`src/rtl/stopwatch_ctrl.sv`:
```
// stopwatch_ctrl - control sequencer for the stopwatch datapath.
// Synchronizes, debounces and edge-detects three push-buttons, then runs the
// IDLE/RUN/PAUSE/LAP machine that gates the 100 Hz count tick, pulses the
// counter clear and freezes the display during lap hold.
//
// Ports:
//   clk            system clock, all logic on the rising edge
//   reset          synchronous active-high reset
//   btn_startstop  raw asynchronous button, high = pressed
//   btn_lap        raw asynchronous button, high = pressed
//   btn_reset      raw asynchronous button, high = pressed
//   tick           one-cycle count enable, only in RUN or LAP
//   clear          one-cycle pulse zeroing the time counter
//   freeze         high while in LAP (display latch holds)
//   state          IDLE=0, RUN=1, PAUSE=2, LAP=3
//
// state  | meaning
// -------+----------------------------------------------
// IDLE   | stopped at zero, prescaler held at 0
// RUN    | counting, ticks issued every TICK_DIV cycles
// PAUSE  | stopped, prescaler keeps its fractional count
// LAP    | counting continues, display frozen

module stopwatch_ctrl #(
   parameter int TICK_DIV        = 1000000,
   parameter int DEBOUNCE_CYCLES = 1000000
) (
   input  logic       clk,
   input  logic       reset,
   input  logic       btn_startstop,
   input  logic       btn_lap,
   input  logic       btn_reset,
   output logic       tick,
   output logic       clear,
   output logic       freeze,
   output logic [1:0] state
);

   localparam int DIV_W = (TICK_DIV > 1) ? $clog2(TICK_DIV) : 1;
   localparam int CNT_W = (DEBOUNCE_CYCLES > 1) ? $clog2(DEBOUNCE_CYCLES) : 1;
   localparam logic [DIV_W-1:0] DIV_MAX = DIV_W'(TICK_DIV - 1);
   localparam logic [CNT_W-1:0] CNT_MAX = CNT_W'(DEBOUNCE_CYCLES - 1);

   localparam int B_SS  = 0;
   localparam int B_LAP = 1;
   localparam int B_RST = 2;

   typedef enum logic [1:0] {
      ST_IDLE  = 2'd0,
      ST_RUN   = 2'd1,
      ST_PAUSE = 2'd2,
      ST_LAP   = 2'd3
   } state_t;

   logic [2:0]       btn_raw;
   logic [2:0]       sync1_q, sync1_d;
   logic [2:0]       sync2_q, sync2_d;
   logic [2:0]       lvl_q, lvl_d;
   logic [2:0]       lvl_prev_q, lvl_prev_d;
   logic [2:0]       press;
   logic [CNT_W-1:0] cnt_q [3];
   logic [CNT_W-1:0] cnt_d [3];

   state_t           state_q, state_d;
   logic [DIV_W-1:0] div_q, div_d;
   logic             tick_q, tick_d;
   logic             clear_q, clear_d;
   logic             freeze_q, freeze_d;
   logic             is_run_cur, is_run_nxt;

   assign btn_raw = {btn_reset, btn_lap, btn_startstop};

   // Debounce: a level change is accepted only after DEBOUNCE_CYCLES
   // consecutive differing samples; any matching sample restarts the count.
   always_comb begin
      sync1_d    = btn_raw;
      sync2_d    = sync1_q;
      lvl_prev_d = lvl_q;
      lvl_d      = lvl_q;
      for (int i = 0; i < 3; i++) begin
         cnt_d[i] = cnt_q[i];
         if (sync2_q[i] == lvl_q[i]) begin
            cnt_d[i] = '0;
         end else if (cnt_q[i] == CNT_MAX) begin
            lvl_d[i] = ~lvl_q[i];
            cnt_d[i] = '0;
         end else begin
            cnt_d[i] = cnt_q[i] + CNT_W'(1);
         end
      end
   end

   assign press = lvl_q & ~lvl_prev_q;

   always_comb begin
      state_d = state_q;
      clear_d = 1'b0;
      if (press[B_RST]) begin
         state_d = ST_IDLE;
         clear_d = 1'b1;
      end else if (press[B_SS]) begin
         case (state_q)
            ST_RUN, ST_LAP: state_d = ST_PAUSE;
            default:        state_d = ST_RUN;
         endcase
      end else if (press[B_LAP]) begin
         case (state_q)
            ST_RUN:  state_d = ST_LAP;
            ST_LAP:  state_d = ST_RUN;
            default: state_d = state_q;
         endcase
      end

      is_run_cur = (state_q == ST_RUN) || (state_q == ST_LAP);
      is_run_nxt = (state_d == ST_RUN) || (state_d == ST_LAP);
      freeze_d   = (state_d == ST_LAP);

      // Prescaler only advances while running on both sides of the edge, so
      // a stop coinciding with the terminal count holds it there and the
      // pending tick is delivered right after resume instead of being lost.
      tick_d = 1'b0;
      div_d  = div_q;
      if (state_d == ST_IDLE) begin
         div_d = '0;
      end else if (is_run_cur && is_run_nxt) begin
         if (div_q == DIV_MAX) begin
            div_d  = '0;
            tick_d = 1'b1;
         end else begin
            div_d = div_q + DIV_W'(1);
         end
      end
   end

   always_ff @(posedge clk) begin
      if (reset) begin
         sync1_q    <= '0;
         sync2_q    <= '0;
         lvl_q      <= '0;
         lvl_prev_q <= '0;
         for (int i = 0; i < 3; i++) begin
            cnt_q[i] <= '0;
         end
         state_q    <= ST_IDLE;
         div_q      <= '0;
         tick_q     <= 1'b0;
         clear_q    <= 1'b0;
         freeze_q   <= 1'b0;
      end else begin
         sync1_q    <= sync1_d;
         sync2_q    <= sync2_d;
         lvl_q      <= lvl_d;
         lvl_prev_q <= lvl_prev_d;
         for (int i = 0; i < 3; i++) begin
            cnt_q[i] <= cnt_d[i];
         end
         state_q    <= state_d;
         div_q      <= div_d;
         tick_q     <= tick_d;
         clear_q    <= clear_d;
         freeze_q   <= freeze_d;
      end
   end

   assign tick   = tick_q;
   assign clear  = clear_q;
   assign freeze = freeze_q;
   assign state  = state_q;

endmodule

```
`config.mk`:
```
export PLATFORM = sky130hd
export DESIGN_NAME = stopwatch_ctrl
export DESIGN_NICKNAME = d
export VERILOG_FILES = /design/src/rtl/stopwatch_ctrl.sv
export SDC_FILE = /design/constraint.sdc
export NUM_CORES = 1
export LEC_CHECK = 0
export CAP_MARGIN = 20
export CELL_PAD_IN_SITES_DETAIL_PLACEMENT = 1
export CELL_PAD_IN_SITES_GLOBAL_PLACEMENT = 1
export CORE_MARGIN = 2
export CORE_UTILIZATION = 47
export DETAILED_ROUTE_END_ITERATION = 10
export PLACE_DENSITY_LB_ADDON = 0.1
export SLEW_MARGIN = 20
export SYNTH_ARGS = -nofsm -noshare
export SYNTH_HDL_FRONTEND = slang
export SYNTH_SLANG_ARGS = --single-unit
```
`constraint.sdc`:
```
create_clock -name clk -period 2.1 [get_ports clk]
set_clock_uncertainty 0.05 [all_clocks]
set_input_delay 0.42 -clock clk [delete_from_list [all_inputs] [get_ports clk]]
set_output_delay 0.42 -clock clk [all_outputs]
set_load 0.01 [all_outputs]
```
==> impl_metrics.ini <==
[clock_network]
numCtsBuffers = 9
cts_tree = yes
root_buffer = clkbuf_8
h-tree-depth = 3
cts_resized = 0
postCtsHoldBufs = 0
path_clk_slew_ns = 0.10
postCtsSetupBuffers = 0
clock_path_buffers = 2
clk_latency_ns = 0.36
clkSinkCount = 97

[finish]
n_fill_cell = 1053
finalInstanceArea_um2 = 4753
multi_input_area_um2 = 2207
regArea_um2 = 1942
areaGrowthSynthToFinish_pct = 12.83
finalNonFillerCells = 616
n_antenna_cell = 0
utilization_pct = 54.51
nNetsFinal = 514
layout-drive-gt1-share_pct = 7.874

[worst_hold_path]
min_to = clear
holdCritPathClass = reg -> reg
worstHoldPathCells = 1
min_from = lvl_prev_q[2]

[placement]
place_ws_ns = 0.05202
numPortBuffers = 9
gp_congestion = 0.7681
dpl.hpwl_mm = 6.419
placed_cells = 600
placed_cell_area_um2 = 4518

[synth]
synth_commonest_cells = 97 x dfxtp_1, 86 x nor2_1, 39 x xor2_1
synth_ff_type = dfxtp_1
yosysMostFrequentCell = dfxtp_1
yosysTopAreaCellShare_pct = 46.09
synthCells = 478
yosysSeqAreaShare_pct = 46.09
syn_nets = 489
synth_edf_count = 0
ys_warn_count = 0
synth.area.mux_share_pct = 0.9504
synth.area.top_cells = dfxtp_1 46%, xor2_1 8.1%, nor2_1 7.7%
netlist_area_um2 = 4213
synth_compound_area_share_pct = 5.108
synth_xor_xnor_area_share_pct = 12.89
synth-simple-area-share_pct = 31.30
syn_avg_cell_area_um2 = 8.813
synth.lib_cells_used.distinct = 41
synthAdderAreaFrac_pct = 1.782
async_flop_share_pct = 0
ys_ff_latch = 97
synth_top_family_by_area = simple AND/OR/NAND/NOR gates
yosys.area.top_type = dfxtp_1

[detailed_routing]
routed_via_density = 5.433
ant_nets = 0
met2_length_mm = 4.313
dr_total_vias = 3347
met3_length_um = 249
drtPass1Iterations = 4
avgRoutedWirePerCell_um = 14.68
drc = 0
wl_met1_mm = 4.423
drt_iter0_drc = 60
routed.top_layer = met4
drt_wl_total_mm = 9.043

[global_route]
overflow = 0
antenna_found_initial = 0
grt_max_degree = 21
grt_pass1_vias = 3544
grt_pass1_wl_mm = 16.05
grt_use_total_pct = 20.03

[setup_path]
r2r_slack_ns = 0.17
required_ns = 2.30
crit_fanout = 10
worstSetupEndpointType = register
start_kind = register
rr_worst_depth = 5
r2r_end = div_q[3]
crit-reg2reg-launch = div_q[14]
crit_arrival_ns = 2.13
worstSetupPathType = reg -> reg

[die]
die_area_um2 = 9737
die_y_um = 98.68
die-width_um = 98.68
ios = 10
initial_core_util_pct = 48.31
fp.coreArea_um2 = 8721
rows = 34

[timing]
period_needed_ns = 1.930
final_max_slew_viol_count = 0
slew_headroom_pct = 63.91
max_freq_mhz = 518.1
fin_crit_sh_pct = 91.90
rsz0062_at_grt = false
worst_slack_ns = 0.1700
tns_ns = 0
finalSetupViolCount = 0
worst_slew_pin_slew_ns = 0.5403
final_hold_viol_count = 0

[run]
cap_violations = 0

[power]
p_per_area_nw_per_um2 = 682.3
power_leakage_nw = 1.520
ir_worst_vdd_mv = 0.4671

[run_status]
status = complete, no violations
==> placed cells by master, fill, tap and decap left out, types with 5 or more instances in the layout <==
master,Yosys,final
buf_4,0,17
and4_1,10,10
dfxtp_1,97,97
a31oi_1,7,7
clkdlybuf4s50_1,0,9
xnor2_1,23,23
o21ai_0,5,5
clkbuf_8,0,9
nor3_1,10,10
and3_1,13,13
ha_1,6,6
nand4_1,17,17
nor2b_1,12,12
nor4b_1,5,5
or3_1,7,7
xor2_1,39,39
nor2_1,86,85
a21oi_1,10,10
nand3_1,34,34
inv_1,7,7
nor4_1,9,8
nand2_1,38,38
==> area by class of cell <==
type	count	share of cell area [%]
clock buffer	9	2.606
tap	108	2.843
multi-input combinational	362	46.43
timing repair buffer	26	4.580
sequential	97	40.85
inverter	7	0.5528
clock inverter	7	2.132
==> metrics by stage <==
stage	total power [mW]	hold slack, ns
2_1_floorplan	1.910	0.3424
3_3_place_gp	1.927	0.3723
3_5_place_dp	1.928	0.3870
4_1_cts	3.291	0.3971
5_1_grt	3.364	0.4151
6_report	3.243	0.3847
==> critical path: stages, from the launching register on <==
cell and delay (ns):
dfxtp_1 0.43, nor4b_1 0.36, and4_1 0.34, nand2_1 0.30
a31oi_1 0.26, a21oi_1 0.08
==> cell families (layout without fill, tap and decap cells) <==
| kind of cell | after synthesis | after routing |
|---|---|---|
| flip-flops | 97 | 97 |
| buffers and inverters | 19 | 49 |
| adder cells (fa/ha/maj) | 6 | 6 |
| multiplexers | 4 | 4 |
| AO/OA/AOI/OAI | 31 | 31 |
| AND/OR/NAND/NOR | 259 | 259 |
| XOR/XNOR | 62 | 62 |
==> layer usage <==
metal  GRT usage (%)  vias up
met5               0        -
met4           3.793        0
met3           4.752        5
met2           35.48       25
met1           25.09     1613
li1                -     1704
==> where the power goes <==
group,internal (mW),total [mW],switching [mW],leakage [nW]
registers,1.84,1.85,0.00435,0.782
logic,0.0162,0.0350,0.0188,0.626
clock network,0.684,1.36,0.675,0.112
total,2.54,3.24,0.698,1.52
==> registers in the layout (all words and copies together) (netlist names) <==
signal and count:
lvl_prev_d 3, sync2_q 3, state 2, sync1_q 3, lvl_prev_q 3, div_q 20, tick 1, clear 1
cnt_q 60, freeze 1
==> worst max-delay path by stage <==
stage	slack, ns	startpoint	endpoint	cells after the start
6_report	0.17	div_q[14]	div_q[3]	5
5_1_grt	0.01	div_q[0]	div_q[3]	6
4_1_cts	0.03	state[1]	tick	6
3_5_place_dp	0.05	state[1]	tick	6
3_3_place_gp	0.10	state[1]	tick	6
2_1_floorplan	0.22	div_q[0]	div_q[14]	5
Power figures use the tool's default switching activity.
